<file path="src/rtl/oam_dma_m_pkg.sv">
// Shared PPU definitions: register map, DMA controller state encoding and
// the source-page echo mapping used by the OAM DMA engine.
package oam_dma_m_pkg;

    localparam int OAM_BYTES = 160;

    typedef enum logic [1:0] {
        S_IDLE  = 2'd0,
        S_START = 2'd1,
        S_XFER  = 2'd2
    } dma_state_t;

    typedef enum logic [3:0] {
        LCDC = 4'h0,
        STAT = 4'h1,
        SCY  = 4'h2,
        SCX  = 4'h3,
        LY   = 4'h4,
        LYC  = 4'h5,
        DMA  = 4'h6,
        BGP  = 4'h7,
        OBP0 = 4'h8,
        OBP1 = 4'h9,
        WY   = 4'hA,
        WX   = 4'hB
    } ppu_reg_t;

    // Pages in the echo region alias work RAM 8 KiB lower.
    function automatic logic [7:0] map_page(input logic [7:0] page);
        logic [7:0] mapped;
        if (page >= 8'hE0) begin
            mapped = page - 8'h20;
        end else begin
            mapped = page;
        end
        return mapped;
    endfunction

endpackage

</file>
<file path="src/rtl/oam_dma_m.sv">
// OAM DMA engine: copies LEN bytes from {page,index} into OAM, one byte per
// tick, with a restart that lets the running copy continue until the new one starts.
module oam_dma_m
    import oam_dma_m_pkg::*;
#(
    parameter int LEN         = OAM_BYTES,
    parameter int START_DELAY = 1
) (
    input  logic        clk,
    input  logic        rst,
    input  logic        tick,
    input  logic        reg_write,
    input  logic [7:0]  d_wr,
    output logic [7:0]  reg_d_rd,
    output logic [15:0] src_addr,
    output logic        src_rd,
    input  logic [7:0]  src_d,
    output logic [7:0]  oam_addr,
    output logic [7:0]  oam_d,
    output logic        oam_write,
    output logic        active
);

    localparam logic [7:0] LAST_IDX = 8'(LEN - 1);
    localparam logic [7:0] DELAY    = 8'(START_DELAY);

    dma_state_t state_r, state_s;
    logic [7:0] page_r, page_s;
    logic [7:0] xfer_page_r, xfer_page_s;
    logic [7:0] index_r, index_s;
    logic [7:0] count_r, count_s;
    // overlap_r: the pending start interrupted a running copy (keeps active high).
    // old_busy_r: that interrupted copy still has bytes left to write.
    logic       overlap_r, overlap_s;
    logic       old_busy_r, old_busy_s;
    logic       copy_s;

    // State and datapath registers.
    always_ff @(posedge clk or posedge rst) begin
        if (rst) begin
            state_r     <= S_IDLE;
            page_r      <= 8'hFF;
            xfer_page_r <= 8'h00;
            index_r     <= 8'h00;
            count_r     <= 8'h00;
            overlap_r   <= 1'b0;
            old_busy_r  <= 1'b0;
        end else begin
            state_r     <= state_s;
            page_r      <= page_s;
            xfer_page_r <= xfer_page_s;
            index_r     <= index_s;
            count_r     <= count_s;
            overlap_r   <= overlap_s;
            old_busy_r  <= old_busy_s;
        end
    end

    // Next-state logic and per-tick copy decision.
    always_comb begin
        state_s     = state_r;
        page_s      = page_r;
        xfer_page_s = xfer_page_r;
        index_s     = index_r;
        count_s     = count_r;
        overlap_s   = overlap_r;
        old_busy_s  = old_busy_r;
        copy_s      = 1'b0;

        if (reg_write) begin
            page_s  = d_wr;
            count_s = DELAY;
            state_s = S_START;
            case (state_r)
                S_XFER: begin
                    overlap_s  = 1'b1;
                    old_busy_s = 1'b1;
                end
                S_START: begin
                    overlap_s  = overlap_r;
                    old_busy_s = old_busy_r;
                end
                default: begin
                    overlap_s  = 1'b0;
                    old_busy_s = 1'b0;
                end
            endcase
        end else if (tick) begin
            case (state_r)
                S_START: begin
                    copy_s = old_busy_r;
                    if (old_busy_r) begin
                        if (index_r == LAST_IDX) begin
                            old_busy_s = 1'b0;
                            index_s    = 8'h00;
                        end else begin
                            index_s    = index_r + 8'd1;
                        end
                    end else begin
                        index_s = index_r;
                    end
                    if (count_r <= 8'd1) begin
                        count_s     = 8'h00;
                        state_s     = S_XFER;
                        index_s     = 8'h00;
                        xfer_page_s = map_page(page_r);
                        overlap_s   = 1'b0;
                        old_busy_s  = 1'b0;
                    end else begin
                        count_s = count_r - 8'd1;
                    end
                end
                S_XFER: begin
                    copy_s = 1'b1;
                    if (index_r == LAST_IDX) begin
                        state_s = S_IDLE;
                        index_s = 8'h00;
                    end else begin
                        index_s = index_r + 8'd1;
                    end
                end
                default: begin
                    state_s = state_r;
                end
            endcase
        end else begin
            copy_s = 1'b0;
        end
    end

    // Strobes come straight from the reset-cleared state, so rst drops them at once.
    assign src_rd    = copy_s;
    assign oam_write = copy_s;
    assign oam_addr  = index_r;
    assign oam_d     = src_d;
    assign src_addr  = {xfer_page_r, index_r};
    assign reg_d_rd  = page_r;
    assign active    = (state_r == S_XFER) || ((state_r == S_START) && overlap_r);

endmodule

</file>
<file path="config.mk">
export PLATFORM = sky130hd
export DESIGN_NAME = oam_dma_m
export DESIGN_NICKNAME = d
export VERILOG_FILES = /design/src/rtl/oam_dma_m_pkg.sv /design/src/rtl/oam_dma_m.sv
export SDC_FILE = /design/constraint.sdc
export NUM_CORES = 1
export LEC_CHECK = 0
export ABC_AREA = 1
export BUFFER_PORTS_ARGS = -buffer_cell sky130_fd_sc_hd__clkbuf_2
export CAP_MARGIN = 40
export CORE_ASPECT_RATIO = 0.5
export CORE_MARGIN = 2
export CORE_UTILIZATION = 36
export CTS_CLUSTER_SIZE = 10
export DETAILED_ROUTE_END_ITERATION = 8
export PLACE_DENSITY = 0.69
export SLEW_MARGIN = 20
export SYNTH_ARGS = -nofsm -noshare
export SYNTH_HDL_FRONTEND = slang
export SYNTH_SLANG_ARGS = --single-unit
</file>
<file path="constraint.sdc">
create_clock -name clk -period 1.8 [get_ports clk]
set_clock_uncertainty 0.15 [all_clocks]
set_input_delay 0.18 -clock clk [delete_from_list [all_inputs] [get_ports clk]]
set_output_delay 0.18 -clock clk [all_outputs]
set_load 0.01 [all_outputs]
</file>
==> run_results.csv <==
group,metric,value,unit
outcome,violations,"setup timing",
sta,finalCritPeriodShare,103,%
finish,layout_commonest_cell,"nand2_1",
yosys,synthXorXnorAreaFrac,1.29,%
power,ir_drop,0.632,mV
finish,final_cell_mix,"nand2_1, clkbuf_2, inv_1, dfrtp_1, nor2_1",
detailed_routing,drt_iter0_drc,128,
detailed_routing,wl,4860,um
sta,tightest_slew,0.466,ns
floorplanning,die_area,6290,um^2
detailed_routing,viasPerCell,4.81,
yosys,synth_top_family_by_area,"simple AND/OR/NAND/NOR gates",
yosys,synth_compound_area_share,10.7,%
detailed_routing,vias,1887,
global_routing,grt_pass1_wl,7810,um
finish,layout-drive-gt1-share,39.2,%
worst_hold_path,min_from,"reg_write",
yosys,synth_mux_area_share,0,%
cts,cts.sinks,36,
sta,fin_crit,1.85,ns
critical_path,cp-start-kind,"register",
critical_path,arrival,1.52,ns
global_routing,grt_antenna_before_repair,0,
sta,finalSetupTns,-0.0908,ns
finish,fillers,497,
floorplanning,die_h,57.1,um
cts,clk_path_buf_depth,2,
finish,fin_nets,344,
cts,root_buffer,"clkbuf_16",
yosys,syn_nets,283,
yosys,synth_cells,257,
worst_hold_path,hold_class,"in2reg",
critical_path,crit_start,"state_r[0]$_DFFE_PP0P_",
yosys,synthSimpleGateAreaFrac,26.2,%
cts,cts_tree,"done",
detailed_routing,drc,0,
sta,slew_headroom,69.0,%
critical_path,reg2reg_from,"count_r[0]$_DFFE_PP0P_",
floorplanning,num_rows,19,
floorplanning,coreArea,5470,um^2
sta,setup_ws,-0.0462,ns
cts,path_clk_slew,0.06,ns
yosys,synth-main-ff-cell,"dfrtp_1",
floorplanning,ios,63,
sta,clock.fmax,0.542,GHz
global_routing,grt_pass1_vias,1780,
placed_design,place_ws,0.0427,ns
placed_design,portBuffers,46,
yosys,synthArstFlopShare,100,%
finish,synthToLayoutAreaGrowth,36.6,%
yosys,ys_warn_count,0,
flow_run,drv_cap,0,
yosys,synth_cell_types,27,
critical_path,crit_type,"reg2out",
outcome,status,"finished with violations",
power,p_per_area,1590,nW/um^2
floorplanning,die_w,110,um
global_routing,groute.usage.overall,16.1,%
critical_path,path_max_fanout,3,
power,power.leakage,1.40,nW
power,power,4.42,mW
finish,diodes,0,
cts,clkLatencyLatePin,0.29,ns
critical_path,worst_ep_required_time,1.47,ns
critical_path,critPathCaptureType,"output pin",
detailed_routing,drt_pass1_iterations,4,
global_routing,gr-total-overflow,0,
placed_design,place.gp.congestion,0.852,
yosys,synth_fa_ha_area_share,3.70,%
yosys,avgSynthCellArea,7.90,um^2
floorplanning,initial_core_util,37.1,%
sta,holdWs,0.122,ns
cts,h-tree-depth,2,
global_routing,grt_max_degree,37,
yosys,syn_area,2030,um^2
placed_design,dp_hpwl,3160,um
detailed_routing,wl_per_cell,12.4,um
sta,grt_setup_unrepaired,"true",
yosys,ys_ff_latch,36,
cts,cts_buffers,5,
sta,setup_viol,2,
yosys,ys_seq_area_share,44.9,%
sta,final-max-slew-violation-count,0,
yosys,synth_edf_count,0,
detailed_routing,final_antenna_net_count,0,
sta,hold_viol_final,0,
layer usage:
metal / up-vias / routed length (um) / track usage (%)
li1: 926 / - / -
met1: 896 / 2180 / 20.4
met2: 50 / 2340 / 26.1
met3: 15 / 227 / 3.89
met4: 0 / 108 / 7.68
met5: - / 0 / 0
stage by stage:
step,area [um^2],std cells,util [%]
after floorplan,2040,257,-
after global placement,2290,366,41.9
after detailed placement,2290,366,41.9
after CTS,2570,385,47.0
after global routing,2770,392,50.7
final,2770,392,50.7
timing repair:
action	CTS	global route
endpoints found under the hold margin	36	0
setup buffers	2	6
hold buffers	9	0
pin swaps	0	8
resized for setup	7	40
gates cloned	0	1
endpoints found under the setup margin	2	28
cells by family after synthesis:
logic type,after synthesis
adders and majority gates,6
AOI/OAI and AO/OA,36
xor gates and xnor gates,3
DFF,36
and+or+nand+nor,122
buffers and inverters,54
critical path, cell delays in order (launching register included):
cell	delay, ns
dfrtp_1	0.42
inv_1	0.08
ha_2	0.18
nor2_2	0.06
nor3_4	0.14
inv_2	0.07
nor3_4	0.12
buf_2	0.15
layout make-up:
cell class | instances | area, um^2 | share of cell area, %
Inverter | 34 | 130 | 4.69
Clock inverter | 1 | 7.51 | 0.271
Sequential cell | 36 | 912 | 32.9
Timing Repair Buffer | 74 | 488 | 17.6
Clock buffer | 7 | 143 | 5.14
Multi-Input combinational cell | 167 | 1000 | 36.1
Tap cell | 73 | 91.3 | 3.29
synth_stat cells (2+ instances only):
cell	count	share of area (%)
a21oi_1	6	1.5
buf_4	18	6.7
clkbuf_1	2	0.37
dfrtp_1	28	35
dfstp_2	8	10
ha_1	6	3.7
inv_1	31	5.7
inv_2	3	0.55
nand2_1	68	13
nand2_2	3	0.92
nand3_1	14	3.5
nand4_1	3	0.92
nor2_1	23	4.3
nor3_1	6	1.5
o21ai_0	18	4.4
o21ai_2	6	2.6
o22ai_1	2	0.62
o31ai_1	2	0.74
xor2_1	2	0.86
power breakdown:
| part | leakage (nW) | switching [mW] | internal [mW] |
|---|---|---|---|
| combinational | 0.878 | 1.32 | 0.913 |
| sequential | 0.449 | 0.234 | 1.07 |
| clock | 0.0701 | 0.335 | 0.551 |
| total | 1.40 | 1.89 | 2.53 |
final timing paths:
check	endpoint	slack, ns	cells after the start
min in group asynchronous	xfer_page_r[3]$_DFFE_PP0P_	0.38	4
setup / recovery	oam_write	-0.05	7
hold reg to reg	xfer_page_r[6]$_DFFE_PP0P_	0.34	2
max in group asynchronous	reg_d_rd[6]$_DFFE_PP1P_	0.77	4
hold / removal	reg_d_rd[4]$_DFFE_PP1P_	0.12	3
setup reg to reg	xfer_page_r[0]$_DFFE_PP0P_	0.02	10
sequential cells by signal (all words and copies together) (netlist names):
name and flops:
count_r 8, oam_addr 8, reg_d_rd 8, xfer_page_r 8, state_r 2, old_busy_r 1, overlap_r 1
(Power assumes the default switching activity.)
